## src/rtl/cpu_bus_arbiter_pkg.sv

```systemverilog
// Shared constants and types for the CPU bus arbiter.
// Size, request, response codes and FSM state encodings.
package cpu_bus_arbiter_pkg;

  localparam logic [1:0] SZ_B = 2'b00;
  localparam logic [1:0] SZ_H = 2'b01;
  localparam logic [1:0] SZ_W = 2'b10;
  localparam logic [1:0] SZ_D = 2'b11;

  localparam logic [1:0] REQ_READ  = 2'b00;
  localparam logic [1:0] REQ_WRITE = 2'b01;

  localparam logic [1:0] RESP_OKAY     = 2'b00;
  localparam logic [1:0] RESP_SLVERR   = 2'b10;
  localparam logic [1:0] RESP_MISALIGN = 2'b11;

  typedef enum logic [1:0] {
    ST_IDLE,
    ST_ISSUE,
    ST_WAIT,
    ST_DONE
  } state_e;

  typedef enum logic {
    GNT_IF,
    GNT_MEM
  } grant_e;

  // Contiguous low-lane mask covering one access of the given size.
  function automatic logic [7:0] size_lanes(input logic [1:0] size);
    logic [8:0] top;
    top = 9'd1 << (4'd1 << size);
    return 8'(top - 9'd1);
  endfunction

endpackage

```

## src/rtl/bus_lane_align.sv

```systemverilog
// Byte-lane steering for the 64-bit bus.
// Positions write data/strobes and right-justifies read data.
module bus_lane_align
  import cpu_bus_arbiter_pkg::*;
(
  input  logic [2:0]  addr,
  input  logic [1:0]  size,
  input  logic [63:0] wdata_i,
  input  logic [63:0] rdata_i,
  output logic [63:0] wdata_o,
  output logic [7:0]  wstrb,
  output logic [63:0] rdata_o,
  output logic        misaligned
);

  logic [5:0]  sh;
  logic [2:0]  amask;
  logic [63:0] rmask;

  assign sh = {addr, 3'b000};

  always_comb begin
    amask = 3'd0;
    rmask = 64'hFF;
    unique case (size)
      SZ_B: begin
        amask = 3'd0;
        rmask = 64'hFF;
      end
      SZ_H: begin
        amask = 3'd1;
        rmask = 64'hFFFF;
      end
      SZ_W: begin
        amask = 3'd3;
        rmask = 64'hFFFF_FFFF;
      end
      SZ_D: begin
        amask = 3'd7;
        rmask = '1;
      end
    endcase
  end

  assign wdata_o    = wdata_i << sh;
  assign wstrb      = size_lanes(size) << addr;
  assign rdata_o    = (rdata_i >> sh) & rmask;
  assign misaligned = |(addr & amask);

endmodule

```

## src/rtl/cpu_bus_arbiter.sv

```systemverilog
// Fetch/data port arbiter serialising one access at a time
// onto the external memory bus.
module cpu_bus_arbiter
  import cpu_bus_arbiter_pkg::*;
#(
  parameter int ADDR_W = 64,
  parameter int DATA_W = 64
) (
  input  logic              clk,
  input  logic              rst,
  input  logic              if_valid,
  input  logic [ADDR_W-1:0] if_addr,
  input  logic [1:0]        if_size,
  output logic              if_ready,
  output logic [1:0]        if_resp,
  output logic [DATA_W-1:0] if_data_read,
  input  logic              mem_valid,
  input  logic [1:0]        mem_req,
  input  logic [ADDR_W-1:0] mem_addr,
  input  logic [DATA_W-1:0] mem_data_write,
  input  logic [1:0]        mem_size,
  output logic              mem_ready,
  output logic [1:0]        mem_resp,
  output logic [DATA_W-1:0] mem_data_read,
  output logic              bus_req_valid,
  input  logic              bus_req_ready,
  output logic              bus_req_write,
  output logic [ADDR_W-1:0] bus_addr,
  output logic [DATA_W-1:0] bus_wdata,
  output logic [7:0]        bus_wstrb,
  output logic [1:0]        bus_size,
  input  logic              bus_rsp_valid,
  input  logic [DATA_W-1:0] bus_rsp_data,
  input  logic              bus_rsp_err
);

  state_e            state_q, state_d;
  grant_e            grant_q, grant_d;
  grant_e            last_q, last_d;
  logic [ADDR_W-1:0] addr_q, addr_d;
  logic [DATA_W-1:0] wdata_q, wdata_d;
  logic [DATA_W-1:0] rdata_q, rdata_d;
  logic [1:0]        size_q, size_d;
  logic [1:0]        resp_q, resp_d;
  logic              write_q, write_d;

  logic              pick_mem;
  logic              mis;
  logic              done_if;
  logic              done_mem;
  logic [DATA_W-1:0] al_wdata;
  logic [DATA_W-1:0] al_rdata;
  logic [7:0]        al_wstrb;

  bus_lane_align u_align (
    .addr       (addr_q[2:0]),
    .size       (size_q),
    .wdata_i    (wdata_q),
    .rdata_i    (bus_rsp_data),
    .wdata_o    (al_wdata),
    .wstrb      (al_wstrb),
    .rdata_o    (al_rdata),
    .misaligned (mis)
  );

  // On a tie the port that did not win last time goes next.
  assign pick_mem = mem_valid & (~if_valid | (last_q == GNT_IF));

  always_comb begin
    state_d = state_q;
    grant_d = grant_q;
    last_d  = last_q;
    addr_d  = addr_q;
    wdata_d = wdata_q;
    rdata_d = rdata_q;
    size_d  = size_q;
    resp_d  = resp_q;
    write_d = write_q;
    unique case (state_q)
      ST_IDLE: begin
        if (if_valid | mem_valid) begin
          state_d = ST_ISSUE;
          unique case (1'b1)
            pick_mem: begin
              grant_d = GNT_MEM;
              addr_d  = mem_addr;
              size_d  = mem_size;
              write_d = (mem_req == REQ_WRITE);
              wdata_d = mem_data_write;
            end
            default: begin
              grant_d = GNT_IF;
              addr_d  = if_addr;
              size_d  = if_size;
              write_d = 1'b0;
              wdata_d = '0;
            end
          endcase
        end
      end
      ST_ISSUE: begin
        if (mis) begin
          resp_d  = RESP_MISALIGN;
          rdata_d = '0;
          state_d = ST_DONE;
        end else if (bus_req_ready) begin
          state_d = ST_WAIT;
        end
      end
      ST_WAIT: begin
        if (bus_rsp_valid) begin
          rdata_d = al_rdata;
          resp_d  = bus_rsp_err ? RESP_SLVERR : RESP_OKAY;
          state_d = ST_DONE;
        end
      end
      ST_DONE: begin
        last_d  = grant_q;
        state_d = ST_IDLE;
      end
    endcase
  end

  always_ff @(posedge clk or negedge rst) begin
    if (!rst) begin
      state_q <= ST_IDLE;
      grant_q <= GNT_IF;
      last_q  <= GNT_IF;
      addr_q  <= '0;
      wdata_q <= '0;
      rdata_q <= '0;
      size_q  <= '0;
      resp_q  <= '0;
      write_q <= 1'b0;
    end else begin
      state_q <= state_d;
      grant_q <= grant_d;
      last_q  <= last_d;
      addr_q  <= addr_d;
      wdata_q <= wdata_d;
      rdata_q <= rdata_d;
      size_q  <= size_d;
      resp_q  <= resp_d;
      write_q <= write_d;
    end
  end

  assign done_if  = (state_q == ST_DONE) && (grant_q == GNT_IF);
  assign done_mem = (state_q == ST_DONE) && (grant_q == GNT_MEM);

  assign if_ready      = done_if;
  assign if_resp       = done_if ? resp_q : 2'b00;
  assign if_data_read  = done_if ? rdata_q : '0;
  assign mem_ready     = done_mem;
  assign mem_resp      = done_mem ? resp_q : 2'b00;
  assign mem_data_read = done_mem ? rdata_q : '0;

  assign bus_req_valid = (state_q == ST_ISSUE) && !mis;
  assign bus_req_write = write_q;
  assign bus_addr      = addr_q;
  assign bus_wdata     = al_wdata;
  assign bus_wstrb     = write_q ? al_wstrb : 8'h00;
  assign bus_size      = size_q;

endmodule
```

## config.mk

```make
export PLATFORM = sky130hd
export DESIGN_NAME = cpu_bus_arbiter
export DESIGN_NICKNAME = d
export VERILOG_FILES = /design/src/rtl/cpu_bus_arbiter_pkg.sv /design/src/rtl/bus_lane_align.sv /design/src/rtl/cpu_bus_arbiter.sv
export SDC_FILE = /design/constraint.sdc
export NUM_CORES = 1
export LEC_CHECK = 0
export CAP_MARGIN = 20
export CORE_AREA = 2 2 214 216
export CTS_CLUSTER_SIZE = 30
export DETAILED_ROUTE_END_ITERATION = 7
export DIE_AREA = 0 0 216 218
export PLACE_DENSITY = 0.65
export SLEW_MARGIN = 30
export SYNTH_ARGS = -nofsm -noshare
export SYNTH_HDL_FRONTEND = slang
export SYNTH_SLANG_ARGS = --single-unit
```

## constraint.sdc

```tcl
create_clock -name clk -period 2.9 [get_ports clk]
set_input_delay 0.87 -clock clk [delete_from_list [all_inputs] [get_ports clk]]
set_output_delay 0.87 -clock clk [all_outputs]
set_load 0.1 [all_outputs]
```

==> results of run 1 <==
synth_stat cells (5+ instances only):
cell type | n | area share, %
and2_1 | 78 | 3.9
buf_1 | 9 | 0.27
nand2_1 | 129 | 3.8
mux2_2 | 26 | 2.3
o211ai_1 | 15 | 0.89
o2bb2ai_1 | 22 | 1.5
or2_2 | 10 | 0.50
a21o_1 | 10 | 0.60
a22o_1 | 64 | 4.4
ha_1 | 5 | 0.50
a21oi_1 | 38 | 1.5
mux2i_1 | 194 | 15
a31o_2 | 9 | 0.63
inv_1 | 17 | 0.51
clkbuf_1 | 72 | 2.1
buf_2 | 30 | 1.2
a32o_1 | 9 | 0.72
dfrtp_1 | 201 | 40
buf_4 | 8 | 0.48
and3_1 | 67 | 3.3
o21ai_0 | 108 | 4.3
a22oi_1 | 9 | 0.54
mux2_4 | 31 | 3.7
nor2_1 | 95 | 2.8
o22ai_1 | 32 | 1.6
power groups by stage:
stage / sequential, mW / clock, mW / combinational, mW
after floorplan: 7.66 / 0 / 12.5
after global routing: 5.10 / 3.40 / 25.3
after global placement: 4.87 / 0 / 22.2
after CTS: 4.94 / 3.29 / 23.8
after detailed placement: 4.90 / 0 / 22.4
final: 4.98 / 3.22 / 24.4
flip-flops by register name, indices dropped and copies added, names as in the netlist:
| name | cells |
|---|---|
| last_q | 1 |
| rdata_q | 64 |
| bus_addr | 64 |
| grant_q | 1 |
| state_q | 2 |
| bus_req_write | 1 |
| bus_size | 2 |
| resp_q | 2 |
| wdata_q | 64 |
final timing paths:
| path | start | endpoint | depth (start not counted) |
|---|---|---|---|
| max in group asynchronous | rst | rdata_q[1]$_DFFE_PN0P_ | 2 |
| min in group clk | bus_addr[10]$_DFFE_PN0P_ | bus_addr[10]$_DFFE_PN0P_ | 2 |
| max | bus_addr[1]$_DFFE_PN0P_ | bus_wdata[51] | 5 |
| min | rst | rdata_q[53]$_DFFE_PN0P_ | 1 |
| max reg2reg | bus_addr[1]$_DFFE_PN0P_ | rdata_q[32]$_DFFE_PN0P_ | 7 |
| min reg2reg | bus_addr[10]$_DFFE_PN0P_ | bus_addr[10]$_DFFE_PN0P_ | 2 |
cell type report:
type / instances / area, um2
sequential: 201 / 5050
fill: 3881 / 21200
timing repair buffer: 655 / 8840
antenna: 3 / 7.51
multi-input combinational: 985 / 8140
inverter: 17 / 67.6
clock inverter: 14 / 150
tap: 600 / 751
clock buffer: 32 / 692
metrics by stage:
step           TNS (ns)  setup WS, ns
3_3_place_gp          0         0.133
2_1_floorplan     -1.01        -0.158
3_5_place_dp          0         0.165
6_report          -8.09        -0.287
4_1_cts           -8.67        -0.246
5_1_grt          -11.96        -0.318
metal layers:
metal | GRT usage (%) | part of all wire (%)
met1 | 29.4 | 39
met2 | 41.9 | 49
met3 | 3.95 | 6.7
met4 | 11.3 | 5.0
met5 | 0 | 0
worst reg2reg max path: cells and delay by family, from the launching register on:
| family | cells | cell delay [ns] |
|---|---|---|
| mux | 1 | 0.36 |
| flops | 1 | 0.57 |
| simple gates | 1 | 0.38 |
| compound gates | 2 | 0.45 |
| buf+inv | 3 | 0.52 |
kinds of logic (layout without fill, tap and decap cells):
group           Yosys count  count (layout)  share of synthesized area (%)
simple gates            399             400                           15.4
flops                   201             201                           39.9
buf+inv                 140             718                           4.95
compound gates          328             328                           17.6
fa+ha+maj                 5               5                          0.497
other cells               0               3                              0
mux                     252             252                           21.6
what timing repair did:
action / in CTS / in global routing
pin swaps: 11 / 11
endpoints found under the setup margin: 140 / 113
cloned: 9 / 6
resized for setup: 93 / 83
setup buffers: 23 / 7
==> run summary, run 1 <==
Outcome = finished, violations left
Failing checks = setup timing
CTS clk-pin slew, worst paths = 0.06 ns
Clock Skews = 0.0301 ns
Most frequent cells in the layout = clkdlybuf4s50_1 (267), buf_12 (229), dfrtp_1 (194)
# setup viols final = 67
Total clock sinks = 201
Syn nets = 1599
GP Congestion = 0.941
Die width = 216 um
Internal power = 14.4 mW
Worst Setup End Kind = primary output
First-pass GRT wire length = 86100 um
Post-route ant nets = 0
Die Ht = 218 um
Num CTS Buffers = 25
EDFF count, synth = 0
Hold WS = 0.271 ns
Worst Setup Start Kind = flop
Cell area after synthesis = 12600 um2
Post-Route WL = 59900 um
DR pass1 iterations = 5
Number of port buffers = 542
Root buffer cell = clkbuf_16
Critical Path AT = 2.32 ns
Reg2Reg Setup Slack = 0.50 ns
Maximum vdd ir drop = 1.34 mV
Final Cell Area = 23700 um2
# rows = 78
Post-route setup slack = -0.287 ns
Final Power = 32.6 mW
Required time of the critical path = 2.03 ns
Share of post-route cells with drive strength above 1 = 37.7%
Iter 0 DRT Violations = 860
CTS tree = done
Number of synthesized register bits = 201
Ys flop type = dfrtp_1
Routed vias = 13100
Synth Warn # = 0
Layout area overhead = 88.0%
Vias per std cell = 5.21
Max stage delay on crit path = 0.54 ns
Flop pwr share = 15.3%
Routed len/inst = 23.9 um
DP Area = 21600 um2
Post-CTS Hold Buffers = 0
Synth cell types = 44
Largest net degree at the start of global routing = 87
Sequential fraction of the synthesis area = 39.9%
Starting density of the core = 28.1%
CTS Buffer Depth = 3
Die ar. = 47100 um2
Post-Synthesis Cells = 1325
Nets = 2159
Rel. slew slack = 53.0%
Worst-margin pin slew = 0.703 ns
CP bufs+invs = 2
H-Tree Depth = 1
CP max FO = 11
Post-Place Cells = 2413
CP Cell Sequence = buf_16 -> mux2_2 -> o211ai_1 -> o21ai_4 -> buf_12
Fmax = 0.314 GHz
Kind of critical path = flop to primary output
Gr ovfl total = 0
Final worst-path cycle share = 110%
Comb pwr share = 74.8%
Critical path's slowest cell = dfrtp_4
Via count of the first global-routing pass = 13300
Final hold viol count = 0
Top delay family on crit path = flip-flops
Psw = 18.3 mW
HPWL after detailed placement = 43800 um
Max-slew violations = 0
Max-cap violation count = 0
DRC = 0
GR Util All Layers = 24.2%
Syn Area/Cell = 9.51 um2
Number of non-filler instances in the completed layout = 2507
Post-route minimum period = 3.19 ns
# IOs = 543
Most common library cell in the layout ignoring fill and taps = clkdlybuf4s50_1
Switching share of power = 56.0%
Ys async rst share = 100%
Static Leak = 10.3 nW
Tightest Hold Check Type = input port to async pin
Clock power share = 9.9%
Worst-skew pair later-pin latency = 0.55 ns
RSZ-0062 raised after global routing = true
Core footprint = 44900 um2
Initial antenna violation count = 3
Layout Utilization = 52.8%
Pwr Density = 1380 nW/um2
Note: power is estimated with default switching activity, not from simulation.
==> run 2, diff against run 1 <==
--- a/config.mk
+++ b/config.mk
@@ -7,10 +7,11 @@
 export LEC_CHECK = 0
 export CAP_MARGIN = 20
 export CORE_AREA = 2 2 214 216
+export CTS_CLUSTER_DIAMETER = 30
 export CTS_CLUSTER_SIZE = 30
 export DETAILED_ROUTE_END_ITERATION = 7
 export DIE_AREA = 0 0 216 218
-export PLACE_DENSITY = 0.65
+export PLACE_DENSITY_LB_ADDON = 0.05
 export SLEW_MARGIN = 30
 export SYNTH_ARGS = -nofsm -noshare
 export SYNTH_HDL_FRONTEND = slang
==> run 2 against run 1 <==
  * The flow still finishes with violations (setup timing)
  * Register-to-register slack worse by 0.06 ns
  * Clock skew is 0.019 ns lower
  * Clock-buffer cell count is 33 higher
  * Critical path type unchanged
  * Highest routed layer is now met5
  * Cell area is 7.5% higher
==> run summary, run 2 (synthesized netlist as in run 1, its figures left out) <==
Outcome = finished, violations left
Failing checks = setup timing
Layer with the highest usage = met2
GR Util All Layers = 26.2% (+2.0 points)
RSZ-0062 raised after global routing = true
Top delay family on crit path = buffers and inverters
Worst Setup End Kind = primary output
CP bufs+invs = 4 (+2)
Most frequent cells in the layout = clkdlybuf4s50_1 (267), buf_12 (242), dfrtp_1 (194)
CP max FO = 6 (-5)
Nets = 2199 (+1.9%)
Met2 usage = 44.6% (+2.7 points)
Post-route ant nets = 0 (unchanged)
Required time of the critical path = 2.03 ns (about the same)
Max stage delay on crit path = 0.53 ns (about the same)
Maximum vdd ir drop = 1.04 mV (-22%)
# setup viols final = 118 (+76%)
Worst-margin pin slew = 0.843 ns (+0.140 ns)
Static Leak = 10.9 nW (+5.9%)
Core footprint = 44900 um2 (unchanged)
WP depth = 8 (+3)
HPWL after detailed placement = 46300 um (+5.7%)
M3 GR Usage = 6.07% (+2.1 points)
Total clock sinks = 201 (unchanged)
Pwr Density = 1440 nW/um2 (+4.2%)
GP Congestion = 0.910 (-3.3%)
Vias per std cell = 5.05 (-3.1%)
Fmax = 0.319 GHz (+1.7%)
CTS Buffer Depth = 3 (unchanged)
Tightest Hold Check Type = input port to async pin
Via count of the first global-routing pass = 13100 (-1.4%)
Post-Route WL = 64200 um (+7.3%)
Post-CTS Hold Buffers = 0 (unchanged)
Initial antenna violation count = 8 (+5)
CTS tree = done
Die ar. = 47100 um2 (unchanged)
Most Frequent Cell on Critical Path = buf_12
Layout area overhead = 102%
Hold WS = 0.248 ns (-0.0230 ns)
First-pass GRT wire length = 91500 um (+6.3%)
Starting density of the core = 28.1% (unchanged)
Share of post-route cells with drive strength above 1 = 42.1% (+4.3 points)
Routed len/inst = 24.9 um (+4.4%)
Met1 usage = 33.0% (+3.6 points)
Final hold viol count = 0 (unchanged)
Number of port buffers = 542 (unchanged)
DR pass1 iterations = 7 (+2)
Routed vias = 13000 (-0.44%)
Fillers = 3933 (+1.3%)
Iter 0 DRT Violations = 830 (-3.5%)
Most common library cell in the layout ignoring fill and taps = clkdlybuf4s50_1
Die Ht = 218 um (unchanged)
Final worst-path cycle share = 108% (-1.8 points)
H-Tree Depth = 2 (+1)
Clock Skews = 0.0113 ns (-0.0188 ns)
Max-slew violations = 0 (unchanged)
Kind of critical path = flop to primary output
Root buffer cell = clkbuf_16
Num CTS Buffers = 53 (+110%)
Gr ovfl total = 0 (unchanged)
CTS clk-pin slew, worst paths = 0.04 ns (-0.02 ns)
Rel. slew slack = 43.6% (-9.4 points)
DRC = 0 (unchanged)
Largest net degree at the start of global routing = 70 (-20%)
Post-route setup slack = -0.234 ns (+0.0529 ns)
# IOs = 543 (unchanged)
Critical Path AT = 2.26 ns (-0.06 ns)
# rows = 78 (unchanged)
TNS Setup = -12.02 ns (-3.93 ns)
Post-route minimum period = 3.13 ns (-0.0529 ns)
FF-to-FF path depth = 7 (unchanged)
CP Cell Sequence = buf_12 -> buf_16 -> buf_12 -> mux2i_1 -> nor2_1 -> a21oi_2 -> o22ai_4 -> buf_12
Max-cap violation count = 0 (unchanged)
Worst-skew pair later-pin latency = 0.57 ns (+0.02 ns)
Worst Setup Start Kind = flop
Layout Utilization = 56.7% (+3.9 points)
Critical path's slowest cell = dfrtp_4
Die width = 216 um (unchanged)
## run 2: cell count changes in the layout (fill, tap and decap cells not counted), sizes merged
| cell | previous run | this run |
|---|---|---|
| clkinvlp | 4 | 12 |
| clkbuf | 37 | 70 |
| diode | 3 | 6 |
| clkinv | 6 | 11 |
| bufbuf | 4 | 2 |
| buf | 379 | 393 |
| bufinv | 2 | 9 |
## run 2: area by class of cell
type                            instances  area, um2  area share, %
Timing Repair Buffer                  667       9180           36.1
Multi-Input combinational cell        985       8530           33.5
Sequential cell                       201       5050           19.8
Clock buffer                           65       1420           5.58
Tap cell                              600        751           2.95
Clock inverter                         34        445           1.75
Inverter                               17       67.6          0.265
Antenna cell                            6       15.0         0.0590
## run 2: path summary, 6_finish.rpt
check | slack [ns] | endpoint | startpoint
worst min register to register | 0.47 | bus_addr[5]$_DFFE_PN0P_ | bus_addr[5]$_DFFE_PN0P_
max in group asynchronous | 1.91 | rdata_q[15]$_DFFE_PN0P_ | rst
worst min-delay path | 0.25 | rdata_q[36]$_DFFE_PN0P_ | rst
worst max-delay path | -0.23 | bus_wdata[35] | bus_addr[1]$_DFFE_PN0P_
worst max register to register | 0.44 | rdata_q[30]$_DFFE_PN0P_ | bus_addr[1]$_DFFE_PN0P_
min in group clk | 0.47 | bus_addr[5]$_DFFE_PN0P_ | bus_addr[5]$_DFFE_PN0P_
## run 2: power by group
part	switching (mW)	total, mW	internal [mW]
registers	1.22	5.11	3.88
clock network	1.86	6.12	4.26
logic	16.2	25.3	9.13
total	19.3	36.5	17.3
## run 2: timing repair
action | in CTS | in global routing
pin swaps | 23 | 29
resized for setup | 185 | 107
cloned | 14 | 6
endpoints found under the setup margin | 198 | 138
buffers inserted | 32 | 19
## run 2: per-stage QoR
step                setup WS, ns  std cells  area (um2)  total power, mW
detailed placement         0.233       2408       21600             27.4
CTS                       -0.248       2552       24800             35.7
finish                    -0.234       2575       25500             36.5
global route              -0.290       2573       25500             37.9
floorplan                 -0.158       1325       13500             20.2
global placement           0.286       2408       21600             27.3
## run 2: layer usage
metal  wire (um)  up-vias
met5          32        -
met4        1580        6
met3        4260       86
met2       32000      514
met1       26400     6370
li1            -     6017
==> run 3, diff against run 2 <==
--- a/config.mk
+++ b/config.mk
@@ -12,6 +12,7 @@
 export DETAILED_ROUTE_END_ITERATION = 7
 export DIE_AREA = 0 0 216 218
 export PLACE_DENSITY_LB_ADDON = 0.05
+export SKIP_LAST_GASP = 1
 export SLEW_MARGIN = 30
 export SYNTH_ARGS = -nofsm -noshare
 export SYNTH_HDL_FRONTEND = slang
==> run 3 against run 2 <==
  * The flow still finishes with violations (setup timing)
  * Cell count is 0.16% lower
  * Highest routed layer unchanged
  * Combinational power fell by 3%
  * Global-route usage down 0.069 points
  * Clock power hardly changed
  * Largest cell class unchanged
  * Critical path type unchanged
  * Largest power group unchanged
==> run summary, run 3 (synthesized netlist as in run 1, its figures left out) <==
Worst Setup End Kind = primary output
Required time of the critical path = 2.03 ns (about the same)
Most frequent cells in the layout = clkdlybuf4s50_1 (267), buf_12 (239), dfrtp_1 (194)
H-Tree Depth = 2 (unchanged)
Post-route minimum period = 3.13 ns (-0.00229 ns)
Fillers = 3970 (+0.94%)
Core footprint = 44900 um2 (unchanged)
Share of post-route cells with drive strength above 1 = 39.5% (-2.5 points)
Outcome = finished, violations left
CTS clk-pin slew, worst paths = 0.04 ns (about the same)
Max stage delay on crit path = 0.53 ns (about the same)
Post-Route WL = 63600 um (-0.98%)
DRC = 0 (unchanged)
DR pass1 iterations = 5 (-2)
Seq. cell area = 5050 um2 (unchanged)
Failing checks = setup timing
CP bufs+invs = 2 (-2)
Via count of the first global-routing pass = 13000 (-0.20%)
Area of the multi-input gates = 8150 um2 (-4.4%)
GR Util All Layers = 26.1% (-0.069 points)
Most Frequent Cell on Critical Path = buf_12
Fmax = 0.319 GHz (about the same)
Post-route ant nets = 0 (unchanged)
Max-slew violations = 0 (unchanged)
Total clock sinks = 201 (unchanged)
Iter 0 DRT Violations = 774 (-6.7%)
Largest net degree at the start of global routing = 70 (unchanged)
Layout area overhead = 98.1%
Post-route setup slack = -0.231 ns (+0.00229 ns)
Critical Path AT = 2.26 ns (about the same)
Routed vias = 13000 (+0.0077%)
CP Cell Sequence = buf_12 -> mux2_2 -> o21ai_4 -> mux2i_4 -> buf_12
Rel. slew slack = 44.0% (+0.39 points)
CP max FO = 12 (+6)
Kind of critical path = flop to primary output
Worst-margin pin slew = 0.837 ns (-0.00580 ns)
Clock Skews = 0.0123 ns (+0.00104 ns)
Max-cap violation count = 0 (unchanged)
Most common library cell in the layout ignoring fill and taps = clkdlybuf4s50_1
Die width = 216 um (unchanged)
Static Leak = 10.9 nW (-0.50%)
# rows = 78 (unchanged)
Maximum vdd ir drop = 1.04 mV (+0.10%)
TNS Setup = -12.59 ns (-0.573 ns)
Die ar. = 47100 um2 (unchanged)
Final worst-path cycle share = 108% (about the same)
HPWL after detailed placement = 46300 um (unchanged)
Post-CTS Hold Buffers = 0 (unchanged)
CTS tree = done
Initial antenna violation count = 7 (-1)
Nets = 2196 (-0.14%)
RSZ-0062 raised after global routing = true
Number of port buffers = 542 (unchanged)
GP Congestion = 0.910 (unchanged)
Top delay family on crit path = flip-flops
Routed len/inst = 24.7 um (-0.83%)
Critical path's slowest cell = dfrtp_4
Final Power = 35.9 mW (-1.8%)
# setup viols final = 137 (+16%)
First-pass GRT wire length = 91200 um (-0.31%)
Layout Utilization = 55.6% (-1.1 points)
Num CTS Buffers = 53 (unchanged)
Pwr Density = 1440 nW/um2 (+0.14%)
Vias per std cell = 5.05 (+0.16%)
Gr ovfl total = 0 (unchanged)
Die Ht = 218 um (unchanged)
Worst-skew pair later-pin latency = 0.57 ns (about the same)
Root buffer cell = clkbuf_16
Final hold viol count = 0 (unchanged)
Starting density of the core = 28.1% (unchanged)
Reg2Reg Setup Slack = 0.38 ns (-0.06 ns)
# IOs = 543 (unchanged)
CTS Buffer Depth = 3 (unchanged)
Worst Setup Start Kind = flop
Tightest Hold Check Type = input port to async pin
## run 3: changes by cell type in the layout (fill, tap and decap cells not counted), sizes merged
| cell | previous run | this run |
|---|---|---|
| buf | 393 | 392 |
| clkbuf | 70 | 68 |
| diode | 6 | 5 |
## run 3: path summary, 6_finish.rpt
kind | start | endpoint | cells past startpoint
worst max-delay path | bus_addr[1]$_DFFE_PN0P_ | bus_wdata[59] | 5
worst min-delay path | rst | rdata_q[36]$_DFFE_PN0P_ | 1
worst max register to register | bus_addr[0]$_DFFE_PN0P_ | rdata_q[4]$_DFFE_PN0P_ | 6
worst min register to register | bus_addr[5]$_DFFE_PN0P_ | bus_addr[5]$_DFFE_PN0P_ | 2
max in group asynchronous | rst | rdata_q[15]$_DFFE_PN0P_ | 2
min in group clk | bus_addr[5]$_DFFE_PN0P_ | bus_addr[5]$_DFFE_PN0P_ | 2
## run 3: what timing repair did
item	in CTS	in global routing
resized for setup	145	47
setup endpoints to repair	198	142
pin swaps	16	14
cloned	14	4
buffers inserted	32	14
## run 3: area by class of cell
cell class	count	area share [%]
Sequential cell	201	20.2
Timing Repair Buffer	664	36.3
Clock inverter	34	1.78
Tap cell	600	3.01
Multi-Input combinational cell	985	32.7
Inverter	17	0.271
Antenna cell	5	0.0501
Clock buffer	65	5.70
## run 3: report_power, final
group / internal (mW) / leakage, nW / switching (mW) / total, mW
combinational: 8.77 / 7.37 / 15.9 / 24.6
sequential: 3.88 / 2.61 / 1.20 / 5.09
clock: 4.26 / 0.883 / 1.87 / 6.13
## run 3: through the flow
| stage | cells | hold WS [ns] | cell area (um2) | setup WS, ns |
|---|---|---|---|---|
| 2_1_floorplan | 1325 | 0.463 | 13500 | -0.158 |
| 3_3_place_gp | 2408 | 0.463 | 21600 | 0.286 |
| 3_5_place_dp | 2408 | 0.472 | 21600 | 0.233 |
| 4_1_cts | 2552 | 0.248 | 24700 | -0.248 |
| 5_1_grt | 2569 | 0.261 | 24900 | -0.302 |
| 6_report | 2571 | 0.244 | 25000 | -0.231 |
## run 3: routing by layer
| metal | global-route usage [%] | routed length, um |
|---|---|---|
| met4 | 7.56 | 1590 |
| met3 | 6.19 | 4510 |
| met5 | 0 | 32 |
| met2 | 44.6 | 31600 |
| met1 | 32.8 | 25900 |
## run 3: worst register-to-register path: cells and delay by family, from the launching register on
| kind | cells | cell delay, ns |
|---|---|---|
| flops | 1 | 0.48 |
| buf+inv | 2 | 0.66 |
| compound gates | 2 | 0.37 |
| mux | 2 | 0.90 |
